[src/rtl/mipi_iodelay_array_if.sv]
// rtl/mipi_iodelay_array_if.sv - command port bundle for the lane delay array
// Purpose: groups the tap command handshake (valid/ready plus payload).
// Signals:
//   cmd_valid  command request from the controller
//   cmd_ready  command accepted when cmd_valid & cmd_ready
//   cmd_op     00 LOAD, 01 INC, 10 DEC, 11 RESET
//   cmd_lane   target lane
//   cmd_value  tap for LOAD
// Modports: master drives the command, slave (the delay array) returns ready.
interface mipi_iodelay_array_if #(
  parameter int LANE_NBIT  = 2,
  parameter int DELAY_NBIT = 5
);
  logic                  cmd_valid;
  logic                  cmd_ready;
  logic [1:0]            cmd_op;
  logic [LANE_NBIT-1:0]  cmd_lane;
  logic [DELAY_NBIT-1:0] cmd_value;

  modport master (output cmd_valid, output cmd_op, output cmd_lane, output cmd_value,
                  input  cmd_ready);
  modport slave  (input  cmd_valid, input  cmd_op, input  cmd_lane, input  cmd_value,
                  output cmd_ready);
endinterface

[src/rtl/mipi_iodelay_array.sv]
// rtl/mipi_iodelay_array.sv - multi-lane run-time adjustable MIPI input delay line
// Purpose: per-lane tapped shift line between lane input registers and the
//   deserialiser. Taps change through one command port; after a tap change the
//   lane output is frozen at its last value for SETTLE_CYC cycles.
// Ports:
//   clk, rst_n   clock, synchronous active-low reset
//   in_dio       lane inputs, bit i = lane i
//   cmd          command port (slave modport of mipi_iodelay_array_if)
//   out_dio      delayed lane outputs
//   busy         lane i is settling
//   err          1-cycle pulse on rejected or saturated command
//   rd_tap       per-lane tap readback, only with MIPI_IODELAY_READBACK_EN defined
module mipi_iodelay_array #(
  parameter int NUM_LANES  = 4,
  parameter int LANE_NBIT  = 2,
  parameter int DELAY_NBIT = 5,
  parameter int DELAY_INIT = 16,
  parameter int SETTLE_CYC = 4
) (
  input  logic                     clk,
  input  logic                     rst_n,
  input  logic [NUM_LANES-1:0]     in_dio,
  mipi_iodelay_array_if.slave      cmd,
  output logic [NUM_LANES-1:0]     out_dio,
  output logic [NUM_LANES-1:0]     busy,
  output logic                     err
`ifdef MIPI_IODELAY_READBACK_EN
  ,
  output logic [NUM_LANES*DELAY_NBIT-1:0] rd_tap
`else
`endif
);

  localparam int TAPS = 2**DELAY_NBIT;
  localparam logic [DELAY_NBIT-1:0] TAP_MAX  = {DELAY_NBIT{1'b1}};
  localparam logic [DELAY_NBIT-1:0] TAP_INIT = DELAY_NBIT'(DELAY_INIT);
  localparam logic [3:0]            CNT_LOAD = 4'(SETTLE_CYC - 1);

  typedef enum logic {ST_IDLE, ST_SETTLE} state_t;

  state_t                state_q [NUM_LANES];
  state_t                state_d [NUM_LANES];
  logic [3:0]            cnt_q   [NUM_LANES];
  logic [3:0]            cnt_d   [NUM_LANES];
  logic [DELAY_NBIT-1:0] tap_q   [NUM_LANES];
  logic [DELAY_NBIT-1:0] tap_d   [NUM_LANES];
  logic [TAPS-1:0]       line_q  [NUM_LANES];
  logic [NUM_LANES-1:0]  hold_q;
  logic [NUM_LANES-1:0]  clear_d;
  logic                  err_d;
  logic                  ready_c;
  logic                  lane_ok;
  logic                  cmd_acc;

  // Out-of-range lanes never block: they are accepted and flagged as errors.
  always_comb begin
    ready_c = 1'b1;
    for (int i = 0; i < NUM_LANES; i++) begin
      if (cmd.cmd_lane == LANE_NBIT'(i) && state_q[i] == ST_SETTLE) ready_c = 1'b0;
    end
  end

  assign cmd.cmd_ready = ready_c;
  assign lane_ok       = (int'(cmd.cmd_lane) < NUM_LANES);
  assign cmd_acc       = cmd.cmd_valid & ready_c;

  always_comb begin
    logic chg;
    err_d = cmd_acc & ~lane_ok;
    for (int i = 0; i < NUM_LANES; i++) begin
      state_d[i] = state_q[i];
      cnt_d[i]   = cnt_q[i];
      tap_d[i]   = tap_q[i];
      clear_d[i] = 1'b0;
      chg        = 1'b0;
      if (state_q[i] == ST_SETTLE) begin
        if (cnt_q[i] == 4'd0) state_d[i] = ST_IDLE;
        else                  cnt_d[i]   = cnt_q[i] - 4'd1;
      end
      // A hit lane is always idle, since ready is low while it settles.
      if (cmd_acc && lane_ok && cmd.cmd_lane == LANE_NBIT'(i)) begin
        case (cmd.cmd_op)
          2'b00: begin
            if (cmd.cmd_value != tap_q[i]) begin
              tap_d[i] = cmd.cmd_value;
              chg      = 1'b1;
            end
          end
          2'b01: begin
            if (tap_q[i] == TAP_MAX) err_d = 1'b1;
            else begin
              tap_d[i] = tap_q[i] + 1'b1;
              chg      = 1'b1;
            end
          end
          2'b10: begin
            if (tap_q[i] == '0) err_d = 1'b1;
            else begin
              tap_d[i] = tap_q[i] - 1'b1;
              chg      = 1'b1;
            end
          end
          default: begin
            tap_d[i]   = TAP_INIT;
            clear_d[i] = 1'b1;
            chg        = 1'b1;
          end
        endcase
      end
      if (chg) begin
        state_d[i] = ST_SETTLE;
        cnt_d[i]   = CNT_LOAD;
      end
    end
  end

  // While settling the output comes from hold, so capturing out_dio every
  // cycle keeps hold frozen at the last pre-change value.
  always_comb begin
    for (int i = 0; i < NUM_LANES; i++) begin
      busy[i]    = (state_q[i] == ST_SETTLE);
      out_dio[i] = busy[i] ? hold_q[i] : line_q[i][tap_q[i]];
    end
  end

  always_ff @(posedge clk) begin
    if (!rst_n) begin
      for (int i = 0; i < NUM_LANES; i++) begin
        state_q[i] <= ST_IDLE;
        cnt_q[i]   <= 4'd0;
        tap_q[i]   <= TAP_INIT;
        line_q[i]  <= '0;
      end
      hold_q <= '0;
      err    <= 1'b0;
    end else begin
      for (int i = 0; i < NUM_LANES; i++) begin
        state_q[i] <= state_d[i];
        cnt_q[i]   <= cnt_d[i];
        tap_q[i]   <= tap_d[i];
        line_q[i]  <= clear_d[i] ? '0 : {line_q[i][TAPS-2:0], in_dio[i]};
      end
      hold_q <= out_dio;
      err    <= err_d;
    end
  end

`ifdef MIPI_IODELAY_READBACK_EN
  for (genvar g = 0; g < NUM_LANES; g++) begin : g_rd
    assign rd_tap[g*DELAY_NBIT +: DELAY_NBIT] = tap_q[g];
  end
`else
`endif

endmodule

[src/flat_wrapper.sv]
// flat-port wrapper written by rule: the top's interface ports become plain ports
module mipi_iodelay_array_flat 
#(
  parameter int NUM_LANES  = 4,
  parameter int LANE_NBIT  = 2,
  parameter int DELAY_NBIT = 5,
  parameter int DELAY_INIT = 16,
  parameter int SETTLE_CYC = 4
)
  (clk, rst_n, in_dio, out_dio, busy, err, cmd_cmd_valid, cmd_cmd_op, cmd_cmd_lane, cmd_cmd_value, cmd_cmd_ready);
  mipi_iodelay_array_if #(.LANE_NBIT(LANE_NBIT), .DELAY_NBIT(DELAY_NBIT)) cmd_i ();
  input  logic clk;
  input  logic rst_n;
  input  logic [NUM_LANES-1:0] in_dio;
  output logic [NUM_LANES-1:0] out_dio;
  output logic [NUM_LANES-1:0] busy;
  output logic err;
  input wire logic [$bits(cmd_i.cmd_valid)-1:0] cmd_cmd_valid;
  input wire logic [$bits(cmd_i.cmd_op)-1:0] cmd_cmd_op;
  input wire logic [$bits(cmd_i.cmd_lane)-1:0] cmd_cmd_lane;
  input wire logic [$bits(cmd_i.cmd_value)-1:0] cmd_cmd_value;
  output wire logic [$bits(cmd_i.cmd_ready)-1:0] cmd_cmd_ready;
  assign cmd_i.cmd_valid = cmd_cmd_valid;
  assign cmd_i.cmd_op = cmd_cmd_op;
  assign cmd_i.cmd_lane = cmd_cmd_lane;
  assign cmd_i.cmd_value = cmd_cmd_value;
  assign cmd_cmd_ready = cmd_i.cmd_ready;
  mipi_iodelay_array #(.NUM_LANES(NUM_LANES), .LANE_NBIT(LANE_NBIT), .DELAY_NBIT(DELAY_NBIT), .DELAY_INIT(DELAY_INIT), .SETTLE_CYC(SETTLE_CYC)) u_core (.clk(clk), .rst_n(rst_n), .in_dio(in_dio), .cmd(cmd_i), .out_dio(out_dio), .busy(busy), .err(err));
endmodule
[config.mk]
export PLATFORM = sky130hd
export DESIGN_NAME = mipi_iodelay_array_flat
export DESIGN_NICKNAME = d
export VERILOG_FILES = /design/src/rtl/mipi_iodelay_array_if.sv /design/src/rtl/mipi_iodelay_array.sv /design/src/flat_wrapper.sv
export SDC_FILE = /design/constraint.sdc
export NUM_CORES = 1
export LEC_CHECK = 0
export ABC_AREA = 1
export CORE_ASPECT_RATIO = 1.1
export CORE_UTILIZATION = 35
export DETAILED_ROUTE_END_ITERATION = 7
export MAX_ROUTING_LAYER = met4
export PLACE_DENSITY_LB_ADDON = 0.1
export SKIP_CTS_REPAIR_TIMING = 1
export SYNTH_ARGS = -nofsm -noshare
export SYNTH_HDL_FRONTEND = slang
export SYNTH_SLANG_ARGS = --single-unit
[constraint.sdc]
create_clock -name clk -period 3.3 [get_ports clk]
set_input_delay 0.66 -clock clk [delete_from_list [all_inputs] [get_ports clk]]
set_output_delay 0.66 -clock clk [all_outputs]
set_load 0.02 [all_outputs]
==> run_results.csv <==
group,metric,value,unit
place,place_area,0.00884,mm2
routing,first_pass_iters,5,
hold_path,hold_class,"flop to flop",
synthesis,yosysSeqAreaShare,0.417,
routing,vias_per_cell,4.55,
grt,grt_pass1_vias,6462,
synthesis,yosysTopAreaCell,"dfxtp_1",
floorplan,std_cell_rows,58,
power,peakVddDrop,0.000287,V
place,place_congestion,0.799,
synthesis,syn-num-nets,1246,
final_layout,fill_cells,2485,
clock_tree,clock_latency,0.43,ns
critical_path,required,2.64,ns
synthesis,syn_avg_cell_area,6.92,um2
clock_tree,ctsRootBufferMaster,"clkbuf_16",
synthesis,syn-instance-count,1201,
final_layout,drive_above_1_share,0.0730,
power,finalPower,0.00457,W
floorplan,core,0.0231,mm2
routing,drc,0,
clock_tree,cts.sinks,173,
hold_path,holdPathStages,2,
critical_path,worstSetupPathType,"flop to primary output",
critical_path,reg2reg_depth,7,
synthesis,synth_flop_cell,"dfxtp_1",
critical_path,path_delay_family,"buffers and inverters",
critical_path,critPathLaunchType,"flop",
place,dp_hpwl,13800,um
timing,fmax,0.314,GHz
power,power_leakage,3.82,nW
synthesis,synthTopCellsByCount,"nand2_1 (283), inv_1 (192), dfxtp_1 (173)",
synthesis,synth.area.top_cells,"dfxtp_1 (42%), nand2_1 (13%), inv_1 (8.7%), nor2_1 (7.5%), nand3_1 (7.4%)",
routing,vias,6979,
critical_path,worst_setup_path_end_kind,"primary output",
critical_path,cp.buffers_inverters,2,
floorplan,die_height,164,um
grt,track_usage,0.176,
grt,grtUsageMet1,0.219,
critical_path,cp_cell_sequence,"inv_1 > nand3_1 > nand2_1 > nand2_1 > nand3_1 > nand3_1 > nand2_1 > clkdlybuf4s50_1",
synthesis,synth_cell_type_count,31,
timing,finalCriticalPeriod,3.18,ns
grt,grt_util_met2,0.282,
final_layout,syn_to_final_growth,14.3,%
critical_path,r2r_slack,1.46,ns
floorplan,die_width,149,um
clock_tree,htreeDepth,4,
routing,antenna_left,0,
grt,grtUsageMet3,0.0363,
critical_path,worst_path_max_delay_cell,"dfxtp_1",
clock_tree,cts_tree,"done",
synthesis,yosysTopAreaCellShare,0.417,
place,placedCellCount,1498,
floorplan,start_util,0.360,
clock_tree,path_clk_slew,0.07,ns
place,io_buffers,25,
synthesis,syn_area,0.00831,mm2
timing,hold_viol,0,
timing,final_max_slew_viol_count,0,
timing,finClkSkew,0.00863,ns
floorplan,die-area,0.0244,mm2
status,status,"finished, final reports clean",
routing,first_iter_violations,343,
critical_path,crit_fanout,10,
grt,grt_max_degree,33,
final_layout,final_cell_area,0.00950,mm2
grt,grt-busiest-layer,"met2",
clock_tree,clockBufferDepth,2,
final_layout,n_antenna_cell,0,
timing,finalCritPeriodShare,0.964,
final_layout,layout.nets,1265,
routing,wl_per_cell,13.1,um
synthesis,synth-seq-cells,173,
critical_path,crit_cells,8,
run,cap_violations,0,
critical_path,cpPeakStageDelay,0.60,ns
timing,setup_viol,0,
grt,grt-ovfl-total,0,
grt,antenna_found_initial,0,
routing,routed_wl,20100,um
synthesis,synthMostInstantiatedCell,"nand2_1",
timing,worst_slew_pin_slew,0.836,ns
synthesis,ys_warn_count,0,
final_layout,layoutNonFillerInstCount,1533,
synthesis,async_flop_share,0,
synthesis,synth-edff-count,0,
final_layout,final_core_util,0.411,
floorplan,ioPinCount,26,
timing,maxSlewHeadroom,0.441,
power,p_per_area,481,mW/mm2
clock_tree,cts_buffers,17,
critical_path,arrival,2.52,ns
grt,grt_pass1_wl,32900,um
==> layer usage <==
layer | up-vias | part of all wire
met3 | 18 | 0.026
met5 | - | 0
met2 | 59 | 0.47
met1 | 3181 | 0.48
li1 | 3721 | -
met4 | 0 | 0.020
==> worst register-to-register path, delay by kind of cell (launching register included) <==
family / cells / cell delay, ns
AO/OA/AOI/OAI: 2 / 0.29
buffers and inverters: 1 / 0.24
flip-flops: 1 / 0.60
AND/OR/NAND/NOR: 4 / 0.61
==> layout by cell type (no fill, tap or decap), types with 2 or more instances in the layout <==
cell,instances
nand2_1,283
inv_1,188
dfxtp_1,170
nor2_1,165
nand3_1,123
a21oi_1,64
o21ai_0,28
buf_4,27
ha_1,25
clkdlybuf4s50_1,24
nand4_1,21
clkbuf_16,17
xor2_1,16
xnor2_1,14
clkinvlp_4,8
nor3b_1,5
nand2_2,5
nand3_2,4
o21ai_2,4
inv_2,4
nor3_1,4
fa_1,4
nand3b_1,3
dfxtp_2,3
nor2_4,2
clkinv_1,2
nor2_2,2
clkbuf_1,2
clkbuf_8,2
bufinv_16,2
inv_6,2
==> flip-flops by register name, summed over array words and instances, names as in the netlist <==
register,cells
u_core.err,1
u_core.state_q,4
u_core.tap_q,20
u_core.hold_q,4
u_core.line_q,128
u_core.cnt_q,16
==> through the flow <==
stage	TNS (ns)	setup slack, ns	hold WS, ns
CTS	-0.0425	-0.0360	0.424
detailed placement	0	0.285	0.416
floorplan	0	0.869	0.405
finish	0	0.118	0.423
global placement	0	0.315	0.414
global route	-0.00337	-0.00337	0.436
==> logic make-up after synthesis <==
group                    share of synthesized area
AND/OR/NAND/NOR                              0.319
buffers and inverters                        0.124
flip-flops                                   0.417
AO/OA/AOI/OAI                               0.0618
XOR/XNOR                                    0.0316
adder cells (fa/ha/maj)                     0.0473
==> worst paths after layout <==
check,startpoint,endpoint
worst max register to register,u_core.tap_q[3][2]$_SDFFE_PN0P_,u_core.tap_q[3][4]$_SDFFE_PN1P_
worst min-delay path,u_core.line_q[0][45]$_SDFF_PP0_,u_core.line_q[0][46]$_SDFF_PP0_
worst min register to register,u_core.line_q[0][45]$_SDFF_PP0_,u_core.line_q[0][46]$_SDFF_PP0_
worst max-delay path,u_core.tap_q[3][2]$_SDFFE_PN0P_,out_dio[3]
==> power breakdown <==
group	leakage, nW	switching, W	total [W]	internal (W)
registers	1.40	0.0000267	0.00214	0.00211
clock network	0.278	0.000864	0.00203	0.00117
logic	2.15	0.000256	0.000400	0.000144
==> layout make-up <==
type / instances / area, um2 / area share
multi-input combinational: 776 / 3810 / 0.402
sequential: 173 / 3470 / 0.365
inverter: 198 / 758 / 0.0799
timing repair buffer: 54 / 487 / 0.0513
clock buffer: 21 / 460 / 0.0485
tap: 300 / 375 / 0.0395
clock inverter: 11 / 133 / 0.0140
(Power assumes the default switching activity.)
